===== config.mk =====
export PLATFORM = sky130hd
export DESIGN_NAME = chirp_uart_cmd_rx
export DESIGN_NICKNAME = d
export VERILOG_FILES = /design/src/rtl/chirp_uart_cmd_rx.sv
export SDC_FILE = /design/constraint.sdc
export NUM_CORES = 1
export LEC_CHECK = 0
export BUFFER_PORTS_ARGS = -buffer_cell sky130_fd_sc_hd__buf_2
export CAP_MARGIN = 15
export CORE_MARGIN = 3
export CORE_UTILIZATION = 64
export CTS_CLUSTER_SIZE = 25
export DETAILED_ROUTE_END_ITERATION = 10
export PLACE_DENSITY = 0.84
export SLEW_MARGIN = 30
export SYNTH_ARGS = -nofsm -noshare
export SYNTH_HDL_FRONTEND = slang
export SYNTH_SLANG_ARGS = --single-unit

===== constraint.sdc =====
create_clock -name i_clk -period 4.4 [get_ports i_clk]
set_clock_uncertainty 0.1 [all_clocks]
set_input_delay 1.1 -clock i_clk [delete_from_list [all_inputs] [get_ports i_clk]]
set_output_delay 1.1 -clock i_clk [all_outputs]
set_load 0.03 [all_outputs]

===== src/rtl/chirp_uart_cmd_rx.sv =====
// UART command receiver for the chirp generator: 8N1 byte engine plus a 5-byte frame
// parser (SYNC, SF, BW, SYMBOL, CHK) that hands validated configs over valid/ready.
module chirp_uart_cmd_rx #(
    parameter int         CLKS_PER_BIT = 1042,
    parameter int         MAX_SF_WIDTH = 8,
    parameter int         BW_BITWIDTH  = 2,
    parameter int         SF_MIN       = 7,
    parameter int         SF_MAX       = 12,
    parameter logic [7:0] SYNC_BYTE    = 8'hA5,
    parameter int         TIMEOUT_BITS = 20
) (
    input  logic                    i_clk,
    input  logic                    i_rst,
    input  logic                    i_rx,
    input  logic                    i_cfg_ready,
    output logic                    o_cfg_valid,
    output logic [MAX_SF_WIDTH-1:0] o_sf,
    output logic [BW_BITWIDTH-1:0]  o_bw,
    output logic [7:0]              o_symbol,
    output logic                    o_err_valid,
    output logic [2:0]              o_err_code
);
    // state       | meaning
    // B_IDLE      | line idle, waiting for a low level
    // B_START     | half-bit wait, then confirm start bit
    // B_DATA      | sampling 8 data bits, LSB first
    // B_STOP      | sampling stop bit
    // P_HUNT      | waiting for SYNC_BYTE
    // P_SF/BW/SYM | capturing payload bytes
    // P_CHK       | checking checksum and SF range
    localparam int BIT_CW  = $clog2(CLKS_PER_BIT + 1);
    localparam int TO_CLKS = TIMEOUT_BITS * CLKS_PER_BIT;
    localparam int TO_CW   = $clog2(TO_CLKS + 1);

    localparam logic [BIT_CW-1:0] HALF_RELOAD = BIT_CW'(CLKS_PER_BIT / 2 - 1);
    localparam logic [BIT_CW-1:0] FULL_RELOAD = BIT_CW'(CLKS_PER_BIT - 1);
    localparam logic [TO_CW-1:0]  TO_RELOAD   = TO_CW'(TO_CLKS - 1);
    localparam logic [7:0]        SF_MIN_B    = 8'(SF_MIN);
    localparam logic [7:0]        SF_MAX_B    = 8'(SF_MAX);

    localparam logic [1:0] B_IDLE  = 2'd0;
    localparam logic [1:0] B_START = 2'd1;
    localparam logic [1:0] B_DATA  = 2'd2;
    localparam logic [1:0] B_STOP  = 2'd3;

    localparam logic [2:0] P_HUNT = 3'd0;
    localparam logic [2:0] P_SF   = 3'd1;
    localparam logic [2:0] P_BW   = 3'd2;
    localparam logic [2:0] P_SYM  = 3'd3;
    localparam logic [2:0] P_CHK  = 3'd4;

    localparam logic [2:0] E_FRAMING = 3'b001;
    localparam logic [2:0] E_CHKSUM  = 3'b010;
    localparam logic [2:0] E_SF      = 3'b011;
    localparam logic [2:0] E_TIMEOUT = 3'b100;
    localparam logic [2:0] E_OVERRUN = 3'b101;

    logic              rx_meta;
    logic              rx_sync;
    logic [1:0]        bit_state;
    logic [BIT_CW-1:0] bit_cnt;
    logic [2:0]        bit_idx;
    logic [7:0]        shift;
    logic              byte_stb;
    logic              frame_err;

    logic [2:0]        p_state;
    logic [TO_CW-1:0]  to_cnt;
    logic [7:0]        sf_sh;
    logic [7:0]        bw_sh;
    logic [7:0]        sym_sh;
    logic              chk_ok;
    logic              sf_ok;

    always_ff @(posedge i_clk) begin
        if (i_rst) begin
            rx_meta <= 1'b1;
            rx_sync <= 1'b1;
        end else begin
            rx_meta <= i_rx;
            rx_sync <= rx_meta;
        end
    end

    always_ff @(posedge i_clk) begin
        if (i_rst) begin
            bit_state <= B_IDLE;
            bit_cnt   <= '0;
            bit_idx   <= '0;
            shift     <= '0;
            byte_stb  <= 1'b0;
            frame_err <= 1'b0;
        end else begin
            byte_stb  <= 1'b0;
            frame_err <= 1'b0;
            case (bit_state)
                B_IDLE: begin
                    if (!rx_sync) begin
                        bit_state <= B_START;
                        bit_cnt   <= HALF_RELOAD;
                    end
                end
                B_START: begin
                    if (bit_cnt == '0) begin
                        if (rx_sync) begin
                            bit_state <= B_IDLE;
                        end else begin
                            bit_state <= B_DATA;
                            bit_cnt   <= FULL_RELOAD;
                            bit_idx   <= '0;
                        end
                    end else begin
                        bit_cnt <= bit_cnt - 1'b1;
                    end
                end
                B_DATA: begin
                    if (bit_cnt == '0) begin
                        shift   <= {rx_sync, shift[7:1]};
                        bit_cnt <= FULL_RELOAD;
                        bit_idx <= bit_idx + 1'b1;
                        if (bit_idx == 3'd7) bit_state <= B_STOP;
                    end else begin
                        bit_cnt <= bit_cnt - 1'b1;
                    end
                end
                default: begin
                    if (bit_cnt == '0) begin
                        bit_state <= B_IDLE;
                        if (rx_sync) byte_stb  <= 1'b1;
                        else         frame_err <= 1'b1;
                    end else begin
                        bit_cnt <= bit_cnt - 1'b1;
                    end
                end
            endcase
        end
    end

    assign chk_ok = (shift == (sf_sh ^ bw_sh ^ sym_sh));
    assign sf_ok  = (sf_sh >= SF_MIN_B) && (sf_sh <= SF_MAX_B);

    always_ff @(posedge i_clk) begin
        if (i_rst) begin
            p_state     <= P_HUNT;
            to_cnt      <= TO_RELOAD;
            sf_sh       <= '0;
            bw_sh       <= '0;
            sym_sh      <= '0;
            o_cfg_valid <= 1'b0;
            o_sf        <= '0;
            o_bw        <= '0;
            o_symbol    <= '0;
            o_err_valid <= 1'b0;
            o_err_code  <= '0;
        end else begin
            o_err_valid <= 1'b0;
            if (o_cfg_valid && i_cfg_ready) o_cfg_valid <= 1'b0;

            // Inter-byte silence timer only runs while a frame is in progress
            if (p_state == P_HUNT || byte_stb) to_cnt <= TO_RELOAD;
            else if (to_cnt != '0)             to_cnt <= to_cnt - 1'b1;

            if (frame_err) begin
                p_state     <= P_HUNT;
                o_err_valid <= 1'b1;
                o_err_code  <= E_FRAMING;
            end else if (byte_stb) begin
                case (p_state)
                    P_HUNT: if (shift == SYNC_BYTE) p_state <= P_SF;
                    P_SF: begin
                        sf_sh   <= shift;
                        p_state <= P_BW;
                    end
                    P_BW: begin
                        bw_sh   <= shift;
                        p_state <= P_SYM;
                    end
                    P_SYM: begin
                        sym_sh  <= shift;
                        p_state <= P_CHK;
                    end
                    default: begin
                        p_state <= P_HUNT;
                        if (!chk_ok) begin
                            o_err_valid <= 1'b1;
                            o_err_code  <= E_CHKSUM;
                        end else if (!sf_ok) begin
                            o_err_valid <= 1'b1;
                            o_err_code  <= E_SF;
                        end else if (!o_cfg_valid || i_cfg_ready) begin
                            // A transfer in this same cycle frees the slot for the new frame
                            o_cfg_valid <= 1'b1;
                            o_sf        <= MAX_SF_WIDTH'(sf_sh);
                            o_bw        <= bw_sh[BW_BITWIDTH-1:0];
                            o_symbol    <= sym_sh;
                        end else begin
                            o_err_valid <= 1'b1;
                            o_err_code  <= E_OVERRUN;
                        end
                    end
                endcase
            end else if (p_state != P_HUNT && to_cnt == '0) begin
                p_state     <= P_HUNT;
                o_err_valid <= 1'b1;
                o_err_code  <= E_TIMEOUT;
            end
        end
    end
endmodule


==> impl_metrics.yaml <==
cts:
  post-cts-setup-buffers: 0
  cts_max_path_buffers: 2
  clock-sinks: 93
  cts_root_buf: "clkbuf_8"
  cts_resized: 0
  numCtsBuffers: 9
  cts_hold_buffers: 0
  cts_max_level: 3
  cts_tree: "done"
  clk_latency_ps: 360
  path_clk_slew_ps: 90
routing:
  dr.pass1.iters: 5
  drc_errors: 0
  vias: 3181
  wl_per_cell_um: 14.01
  routed_via_density: 5.721
  top_layer: "met4"
  dr_wl_met2_um: 3777
  wl_met3_um: 318
  met1_length_um: 3604
  wl_um: 7790
  ant_nets: 0
  drtIter0Drc: 246
sta:
  rsz0062_at_grt: "no"
  slew_violations: 0
  finalWorstSetupSlack_ps: 1587
  tns_ps: 0
  fin_crit_ps: 2813
  hold_violations: 0
  period_share_pct: 63.94
  holdWs_ps: 320.6
  slew_headroom_pct: 37.72
  clock.fmax_mhz: 355.4
  tightest_slew_ps: 930.8
  finalSetupViolations: 0
finish:
  nFillCells: 470
  drive_above_1_share_pct: 10.60
  syn_to_final_growth_pct: 8.660
  finalInstanceArea_sq_um: 4474
  layout_common_cells: "93 x dfxtp_1, 86 x nor2_1, 42 x mux2i_1"
  finalNetCount: 489
  final_util_pct: 73.82
  layout.cells.most_common: "dfxtp_1"
  seq_area_sq_um: 1862
  n_antenna_cell: 0
  multi_input_area_sq_um: 2131
  final_cells: 556
logic_synthesis:
  yosys.area.top_type_share_pct: 45.21
  syn-cell-area_sq_um: 4118
  yosysWarnings: 0
  synth_seq_cells: 93
  ys_top_cells_by_area: "dfxtp_1 45%, mux2i_1 10%, nor2_1 7.8%"
  ys_seq_area_share_pct: 45.21
  syn_area_per_cell_sq_um: 9.030
  synth.net_count: 469
  synth_cell_types: 48
  syn_inst: 456
  synth_top_cell_by_area: "dfxtp_1"
critical_path:
  reg2reg_slack_ps: 1590
  cp_slowest_cell: "or4b_1"
  critPathRequiredTime_ps: 4570
  r2r-start: "bit_cnt[0]"
  crit_path_end_kind: "flip-flop"
  worst-setup-path-type: "reg2reg"
  r2r_cells: 7
  r2r-end: "bit_cnt[1]"
  cp.arrival_ps: 2980
  crit_fanout: 13
  start_kind: "flip-flop"
  crit_path_max_incr_delay_ps: 590
  cp_cell_sequence: "inv_1, ha_1, or4b_1, nor4_4, a21oi_1, a21o_1, a211oi_1"
grt:
  antenna_found_initial: 0
  grt_pass1_vias: 2969
  grt_pass1_wl_um: 13430
  grt_max_degree: 50
  grtUsageTotal_pct: 22.47
  grt.overflow.total: 0
pwr:
  p_leak_nw: 1.941
  p_sw_share_pct: 30.56
  combPwrFrac_pct: 19.8
  p_total_mw: 1.862
  power_density_nw_per_um2: 416.1
  irDropWorstVdd_v: 0.0003801
  clkPwrFrac_pct: 31.2
  p_switching_mw: 0.5689
  internal_power_mw: 1.293
  seq_power_share_pct: 49.1
outcome:
  outcome: "finished, final reports clean"
placement:
  hpwl_um: 5529
  io_buffers: 26
  place_ws_ps: 1545
  dp_cells: 540
  dpl_cell_area_sq_um: 4269
  gp_congestion: 0.8396
floorplanning:
  die_area_sq_um: 7432
  fp.dieH_um: 86.21
  io_pins: 27
  core_sq_um: 6061
  initial_core_util_pct: 67.94
  dieWidth_um: 86.21
  row_count: 28
flow_run:
  drv_cap: 0
min_path:
  holdPathStages: 1
  worstHoldStart: "rx_meta"
  hp-class: "reg2reg"
  min_to: "rx_sync"
## cells in the mapped netlist, drive strengths merged
| library cell | instances |
|---|---|
| mux2i | 42 |
| a21oi | 23 |
| o41ai | 1 |
| nand3 | 5 |
| a221oi | 1 |
| a22oi | 2 |
| nor2 | 86 |
| dfxtp | 93 |
| clkbuf | 13 |
| a211o | 1 |
| nand4 | 3 |
| or2 | 2 |
| or4 | 5 |
| buf | 5 |
| a211oi | 2 |
| o21ai | 12 |
| a21o | 3 |
| nor4bb | 2 |
| inv | 12 |
| a2111oi | 1 |
| nor4b | 2 |
| xnor2 | 22 |
| nand2b | 4 |
| nor3b | 5 |
| a31oi | 1 |
| o31ai | 1 |
| or3 | 3 |
| nor3 | 11 |
| a31o | 1 |
| or4b | 2 |
| nand2 | 40 |
| nor2b | 1 |
| and2 | 7 |
| o41a | 1 |
| a32oi | 1 |
| nor4 | 7 |
| and4b | 1 |
| o211ai | 1 |
| ha | 9 |
| nand3b | 2 |
| xor2 | 16 |
| and4 | 1 |
| a311oi | 3 |
## sequential cells by signal, summed over array words and instances (netlist names), 2 cells and up
| name | flops |
|---|---|
| bit_cnt | 11 |
| bit_idx | 3 |
| bit_state | 2 |
| bw_sh | 8 |
| o_bw | 2 |
| o_err_code | 3 |
| o_sf | 8 |
| o_symbol | 8 |
| p_state | 3 |
| sf_sh | 8 |
| shift | 8 |
| sym_sh | 8 |
| to_cnt | 15 |
## layout make-up
type | count | area share [%]
Clock buffer | 9 | 2.768
Timing Repair Buffer | 27 | 3.076
Inverter | 12 | 1.007
Multi-Input combinational cell | 333 | 47.62
Tap cell | 75 | 2.097
Clock inverter | 7 | 1.818
Sequential cell | 93 | 41.61
## power groups by stage
| stage | Sequential (mW) | Clock, mW | Combinational [mW] |
|---|---|---|---|
| 2_1_floorplan | 0.924 | 0 | 0.317 |
| 3_3_place_gp | 0.931 | 0 | 0.355 |
| 3_5_place_dp | 0.933 | 0 | 0.365 |
| 4_1_cts | 0.914 | 0.593 | 0.366 |
| 5_1_grt | 0.920 | 0.631 | 0.415 |
| 6_report | 0.914 | 0.580 | 0.368 |
## logic make-up (layout without fill, tap and decap cells)
kind of cell / after synthesis / after routing / share of synthesized area (%)
AND/OR/NAND/NOR: 189 / 189 / 22.18
flip-flops: 93 / 93 / 45.21
AO/OA/AOI/OAI: 55 / 55 / 8.539
multiplexers: 42 / 42 / 10.21
XOR/XNOR: 38 / 38 / 8.082
buffers and inverters: 30 / 55 / 3.039
adder cells (fa/ha/maj): 9 / 9 / 2.735
## how the worst max path moves through the flow
stage                start          end  slack (ps)
2_1_floorplan   bit_cnt[0]   bit_cnt[3]        2020
3_3_place_gp   i_cfg_ready      o_bw[0]        1520
3_5_place_dp   i_cfg_ready  o_symbol[3]        1540
4_1_cts         bit_cnt[0]   bit_cnt[1]        1590
5_1_grt         bit_cnt[0]   bit_cnt[1]        1260
6_report        bit_cnt[0]   bit_cnt[1]        1590
## worst max-delay path: cells and delay by family (launching register included)
kind	cells	cell delay (ps)
DFF	1	350
AOI/OAI and AO/OA	3	950
adders and majority gates	1	190
and+or+nand+nor	2	1070
buffers and inverters	1	70
## per-layer routing
metal	up-vias	GRT usage (%)
met5	-	0
met4	0	9.065
met3	9	5.418
met1	1506	28.61
met2	66	36.79
li1	1600	-
(Power assumes the default switching activity.)
